--- config.mk ---
export PLATFORM = sky130hd
export DESIGN_NAME = twiddle_loader32
export DESIGN_NICKNAME = d
export VERILOG_FILES = /design/src/rtl/twiddle_loader32.sv
export SDC_FILE = /design/constraint.sdc
export NUM_CORES = 1
export LEC_CHECK = 0
export ABC_CLOCK_PERIOD_IN_PS = 3130
export CORE_MARGIN = 2
export CORE_UTILIZATION = 54
export DETAILED_ROUTE_END_ITERATION = 10
export PLACE_DENSITY = 0.72
export SKIP_CTS_REPAIR_TIMING = 1
export SLEW_MARGIN = 20
export SYNTH_ARGS = -nofsm -noshare
export SYNTH_HDL_FRONTEND = slang
export SYNTH_SLANG_ARGS = --single-unit
--- constraint.sdc ---
create_clock -name CLK -period 3.13 [get_ports CLK]
set_input_delay 0.626 -clock CLK [delete_from_list [all_inputs] [get_ports CLK]]
set_output_delay 0.626 -clock CLK [all_outputs]
set_load 0.1 [all_outputs]
--- src/rtl/twiddle_loader32.sv ---
`timescale 1ns/1ps
// Writable 32-entry complex twiddle store packed as 8 rows x 4 lanes,
// replayed row by row in the butterfly schedule on START.
module twiddle_loader32 #(
    parameter int NB = 9
) (
    input  logic            CLK,
    input  logic            RST,
    input  logic            WR_VALID,
    output logic            WR_READY,
    input  logic [4:0]      WR_IDX,
    input  logic [NB-1:0]   WR_RE,
    input  logic [NB-1:0]   WR_IM,
    output logic            LOAD_DONE,
    input  logic            START,
    input  logic            STAGE,
    output logic [4*NB-1:0] OR,
    output logic [4*NB-1:0] OI,
    output logic            RDY,
    output logic            DONE,
    output logic            ERR
);

    typedef enum logic [1:0] {S_LOAD, S_READY, S_PLAY} state_t;

    state_t      state_reg;
    logic [31:0] valid_reg;
    logic [31:0] valid_next;
    logic [4:0]  cnt_reg;
    logic        stage_reg;
    logic        last_reg;
    logic        ready_reg;
    logic        load_done_reg;
    logic        rdy_reg;
    logic        done_reg;
    logic        err_reg;

    logic        wr_fire;
    logic        play_issue;
    logic [2:0]  grp;
    logic [2:0]  rd_row;

    always_comb begin
        wr_fire    = WR_VALID & ready_reg;
        valid_next = valid_reg;
        if (wr_fire)
            valid_next = valid_reg | (32'd1 << WR_IDX);
        // A START seen in PLAY restarts the schedule instead of issuing a row.
        play_issue = (state_reg == S_PLAY) && !START;
        grp        = cnt_reg[4:2];
        rd_row     = grp;
        if (stage_reg)
            rd_row = grp[0] ? 3'd4 : 3'd0;
    end

    always_ff @(posedge CLK) begin
        if (RST) begin
            state_reg     <= S_LOAD;
            valid_reg     <= '0;
            cnt_reg       <= '0;
            stage_reg     <= 1'b0;
            last_reg      <= 1'b0;
            ready_reg     <= 1'b1;
            load_done_reg <= 1'b0;
            rdy_reg       <= 1'b0;
            done_reg      <= 1'b0;
            err_reg       <= 1'b0;
        end else begin
            valid_reg <= valid_next;
            rdy_reg   <= 1'b0;
            err_reg   <= 1'b0;
            last_reg  <= 1'b0;
            done_reg  <= last_reg;
            case (state_reg)
                S_LOAD: begin
                    if (START)
                        err_reg <= 1'b1;
                    if (&valid_next) begin
                        state_reg     <= S_READY;
                        load_done_reg <= 1'b1;
                    end
                end
                S_READY: begin
                    if (START) begin
                        stage_reg <= STAGE;
                        cnt_reg   <= '0;
                        ready_reg <= 1'b0;
                        state_reg <= S_PLAY;
                    end
                end
                S_PLAY: begin
                    if (START) begin
                        stage_reg <= STAGE;
                        cnt_reg   <= '0;
                    end else begin
                        rdy_reg <= (cnt_reg[1:0] == 2'd0);
                        cnt_reg <= cnt_reg + 5'd1;
                        if (cnt_reg == 5'd31) begin
                            state_reg <= S_READY;
                            ready_reg <= 1'b1;
                            last_reg  <= 1'b1;
                        end
                    end
                end
                default: state_reg <= S_LOAD;
            endcase
        end
    end

    // One RAM per lane; the lane output register doubles as the OR/OI holding register.
    genvar gi;
    generate
        for (gi = 0; gi < 4; gi++) begin : g_lane
            logic [NB-1:0] mem_re [0:7];
            logic [NB-1:0] mem_im [0:7];
            logic [NB-1:0] out_re_reg;
            logic [NB-1:0] out_im_reg;

            always_ff @(posedge CLK) begin
                if (wr_fire && (WR_IDX[1:0] == 2'(gi))) begin
                    mem_re[WR_IDX[4:2]] <= WR_RE;
                    mem_im[WR_IDX[4:2]] <= WR_IM;
                end
            end

            always_ff @(posedge CLK) begin
                if (RST) begin
                    out_re_reg <= '0;
                    out_im_reg <= '0;
                end else if (play_issue) begin
                    out_re_reg <= mem_re[rd_row];
                    out_im_reg <= mem_im[rd_row];
                end
            end

            assign OR[gi*NB +: NB] = out_re_reg;
            assign OI[gi*NB +: NB] = out_im_reg;
        end
    endgenerate

    assign WR_READY  = ready_reg;
    assign LOAD_DONE = load_done_reg;
    assign RDY       = rdy_reg;
    assign DONE      = done_reg;
    assign ERR       = err_reg;

endmodule

======== After elaboration in Yosys (flattened, before gate mapping) ========
Memory sizes are Yosys's and may differ from the RTL's. A register that Yosys moved wholly into a read port is not among the register bits.
Cells that the tools add are included.
Widths: inputs -> output; s select.
word-level totals
  memories ................................ 8
  RAM bits ................................ 576
  input port bits ......................... 28
  logic and storage cells ................. 78
  register bits after elaboration ......... 46
  output and inout port bits .............. 77
memories
  name              words  width  rd ports  clocked after Yosys merged registers in  write ports  RTL line  source
  g_lane[0].mem_im  8      9      1         1                                        1            115       logic [NB-1:0] mem_im [0:7];
  g_lane[0].mem_re  8      9      1         1                                        1            114       logic [NB-1:0] mem_re [0:7];
  g_lane[1].mem_im  8      9      1         1                                        1            115
  g_lane[1].mem_re  8      9      1         1                                        1            114
  g_lane[2].mem_im  8      9      1         1                                        1            115
  g_lane[2].mem_re  8      9      1         1                                        1            114
  2 more memories   --     --     --        --                                       --           --
operators by class
  mux-type cells .......................... 25
  bitwise logic cells ..................... 4
  shift-type cells ........................ 1
  add/subtract/negate cells ............... 1
  reductions and logical operators ........ 19
  eq/ne operators ......................... 10
operator list
  cell                  count
  $reduce_and 33->1     1
  $mux 32               1
  $or 32x32->32         1
  $reduce_and 32->1     1
  $shl 1x5->32 const A  1
  $mux 1                13
  $mux 5                2
  $pmux 5 s2            1
  $mux 2                4
  $reduce_and 4->1      2
  $eq 2x2->1 const B    3
  $logic_not 2->1       3
  $mux 3                2
  $ne 2x2->1 const B    3
  $pmux 2 s3            1
  $add 5x1->5 const B   1
  $eq 5x5->1 const B    1
  $logic_and 1x1->1     5
  $eq 2x1->1 const B    2
  $reduce_and 2->1      2
  $reduce_or 2->1       2
  $reduce_or 3->1       1
  $ne 2x1->1 const B    1
  $not 1->1             2
  other kinds (4)       4

======== Longest topological paths before layout ========
  depth after elaboration ................. 6
  gate-level depth with buffers ........... 10
  mapped depth without buffers ............ 8

======== Worst setup path after synthesis ========
OpenSTA, ideal clock, no wires.
  kind .................................... register to register
  start ................................... register ready_reg, in the netlist WR_READY
  end ..................................... memory g_lane[1].mem_im[6][0], enable pin
  required time ........................... 2737 ps
  arrival time ............................ 2318 ps
  period minus slack after synthesis ...... 2710 ps
  path buffers ............................ 1
  stages on the path, launching flop included .. 4
  path slack .............................. 420 ps
  library setup time ...................... 393 ps
  cells stage by stage .................... dfxtp_1 -> buf_4 -> nand4b_1 -> nor2_1
on the way
  word-level cells in the longest chain between the ends .. 4
ends and longest elaborated chain
  item                          RTL line  source
  from (decl)                   32        logic ready_reg;
  from (signal assigned)        63        ready_reg <= 1'b1;
  from (signal assigned)        87        ready_reg <= 1'b0;
  from (signal assigned)        100       ready_reg <= 1'b1;
  $and 1x1->1                   44        wr_fire = WR_VALID & ready_reg;
  $logic_and 1x1->1             120       if (wr_fire && (WR_IDX[1:0] == 2'(gi))) begin
  $mux 1                        120
  $mux 1 (implied by the code)  122       mem_im[WR_IDX[4:2]] <= WR_IM;
  to (decl)                     115
No other way between the ends.

======== Worst setup path in the final report ========
  start ................................... register cnt_reg[2]
  end ..................................... register g_lane[1].out_re_reg[1] (read register of g_lane[1].mem_re)
on the way
  word-level cells in the longest chain between the ends .. 2
ends and longest elaborated chain
  item                    RTL line  source
  from (decl)             29        logic [4:0] cnt_reg;
  from (signal assigned)  97        cnt_reg <= cnt_reg + 5'd1;
  $mux 3                  53        rd_row = grp[0] ? 3'd4 : 3'd0;
  $mux 3 (*)              52        if (stage_reg)
  to (decl)               116       logic [NB-1:0] out_re_reg;
Mark *: on every way between the ends. The rest lies on a longest branch, timed or not.
A chain may end at the register's enable or synchronous reset.

==> results.md <==
- CTS buffer count: 70
- Syn_area_per_cell: about 17 µm²
- Worst clock skew: 0.0310 ns
- Critical Path Start Type: flop
- Post-synthesis adder-cell area fraction: 0.335%
- ANT cells: 0
- Worst VDD drop: around 0.00047 V
- Worst EP required: ~3.6 ns
- Status: complete, no violations
- Lkg Pwr: just under 10 nW
- Setup Viol. Count Final: 0
- Mapped Cells: 1,562
- CTS tree: yes
- Element type at the critical path end: flop
- Largest family of logic cells by synthesized area: compound AO/OA/AOI/OAI gates
- Later-pin clock latency in the skew report: about 0.6 ns
- #FFs+latches synth: 694
- PD cells: 623 nW/µm²
- PortBufs: between 100 and 150
- Nets: 1,747
- Synth Area in Compound Gates: under 10%
- Max_slew headroom: 45.1%
- Top-count cell post-synth: edfxtp_1
- Distinct cells, synth: between 40 and 50
- Worst Tran Pin Value: 0.822 ns
- First-pass GRT wire length: 89,700 µm
- Min cycle time layout: 2.56 ns
- H-Tree Depth: 3
- Gpl congestion: between 0.7 and 0.8
- Final Slew Violations: 0
- Die area: ~50,000 µm²
- Sum Neg Setup Slack: 0 ns
- Routed via count: 14,618
- Initial DRC Count: between 1,000 and 1,500
- Worst-path fanout max: 26
- Critical Path Slowest Stage Cell: dfxtp_4
- Mapped Area: 26,100 µm²
- Synth area leader: edfxtp_1
- Root buf cell: clkbuf_16
- Routed WL: 59,900 µm
- Ports: roughly 110
- Achievable Freq: 391 MHz
- Die Ht: between 200 and 250 µm
- Drt via density: a little over 6
- Starting Density: around 55%
- RSZ-0062 raised after global routing: no
- Vias in the first global route: ~15,000
- Final Hold Fails: 0
- Drt wl/cell: approximately 25 µm
- CP Cell Sequence: inv_2, nor2_4, buf_4, mux4_2, a21oi_1, a211oi_1
- Max stage delay on crit path: ~0.63 ns
- Synth Flop Type: edfxtp_1
- Area Overhead vs Synth: 16.6%
- Top delay family on crit path: flip-flops
- Placed Area: 28,200 µm²
- Ys async rst share: 0%
- Largest net degree at the start of global routing: 147
- Final period util: 81.7%
- Initial antenna violation count: 0
- Share of the synthesized area in the top cell type: about two thirds
- Post-synthesis sequential area ratio: 75.2%
- Final worst slack: roughly 0.57 ns
- Setup CP Type: reg2reg
- CP arrival: 3.01 ns
- DRC: 0
- Total gr overflow: 0
- Hpwl dp: ~35,000 µm
- CTS max path bufs: 3
- Clock input transition at the sequential cells of the worst setup and hold paths: roughly 0.060 ns
- Finished Cell Area: between 30,000 and 40,000 µm²
- Multiplexer share of the synthesized area: roughly 7.7%
- Area contributors post-synth: edfxtp_1 (66%), dfxtp_1 (9.0%), mux4_2 (6.2%), a211oi_1 (5.2%), nor2_1 (2.2%)
- Post-synthesis net count: between 1,500 and 2,000
- Post-synth EDFFs: approximately 580
- Total core area: roughly 48,000 µm²
- Routed Antenna Nets: 0
- Site Rows: 80
- Synthesized-area fraction occupied by xor and xnor cells: 0%
- Max-cap viol count: 0
- Type of the most critical hold path: reg2reg
- CP Buf/Inv Count: 2
- Syn. warnings: 0
- DP Worst Slack: ~0.25 ns
- Die extent in x: approximately 220 µm
- Clock sink total: 694
- Layout cells sized above 1: a little over a fifth
- First-pass DRT Iterations: 7
- Synth top cells by count: edfxtp_1 (576), a211oi_1 (180), nor2_1 (154)
- All-Layer GR Usage: roughly a quarter
- Simple-Gate Fraction of Synth Area: under 10%
path summary, 6_finish.rpt:
check                                start                 endpoint  slack [ns]  depth (start not counted)
worst min-delay path              last_reg                     DONE        0.45                          1
worst max-delay path            cnt_reg[2]  g_lane[1].out_re_reg[1]        0.57                          6
worst min register to register    last_reg                     DONE        0.45                          1
worst max register to register  cnt_reg[2]  g_lane[1].out_re_reg[1]        0.57                          6
cells in the final DEF, fill, tap and decap left out, types with 8 or more instances in the layout:
cell	n
edfxtp_1	576
a211oi_1	180
buf_4	151
nor2_1	134
dfxtp_1	116
a21oi_1	109
clkbuf_16	74
mux4_2	72
mux2i_1	38
a221oi_1	37
nor2b_1	37
a22oi_1	35
clkdlybuf4s50_1	26
nor2_2	20
buf_12	18
clkinv_1	15
clkbuf_1	13
nand2_1	11
clkinv_2	11
nor4_1	8
per-stage QoR:
step	power [mW]	util [%]	instances	hold WS, ns
2_1_floorplan	10.7	-	1562	0.414
3_3_place_gp	11.0	59.1	2255	0.437
3_5_place_dp	11.0	59.1	2255	0.443
4_1_cts	19.1	63.8	2384	0.454
5_1_grt	19.5	63.8	2384	0.472
6_report	19.0	63.8	2384	0.451
cells by family after synthesis:
group,count (synthesis)
and+or+nand+nor,251
buffers and inverters,124
AOI/OAI and AO/OA,375
DFF,694
adders and majority gates,7
muxes,111
where the power goes:
group	total, mW	switching (mW)	internal, mW	leakage (nW)
Clock	8.17	3.40	4.77	1.10
Combinational	0.687	0.506	0.181	2.59
Sequential	10.1	0.0431	10.1	6.14
Total	19.0	3.95	15.0	9.82
layer usage:
layer / up-vias / global-route usage, % / wire length (µm)
li1: 6577 / - / -
met4: 0 / 8.65 / 1520
met5: - / 0 / 0
met2: 571 / 39.7 / 29400
met1: 7379 / 33.3 / 24700
met3: 91 / 3.99 / 4230
final cells by class:
cell class	instances	area [µm²]
Clock buffer	88	1910
Clock inverter	41	350
Fill cell	3246	17300
Inverter	7	26.3
Multi-Input combinational cell	744	5980
Sequential cell	694	19700
Tap cell	615	769
Timing Repair Buffer	195	1750
No activity file was read; power rests on OpenSTA's default activity.
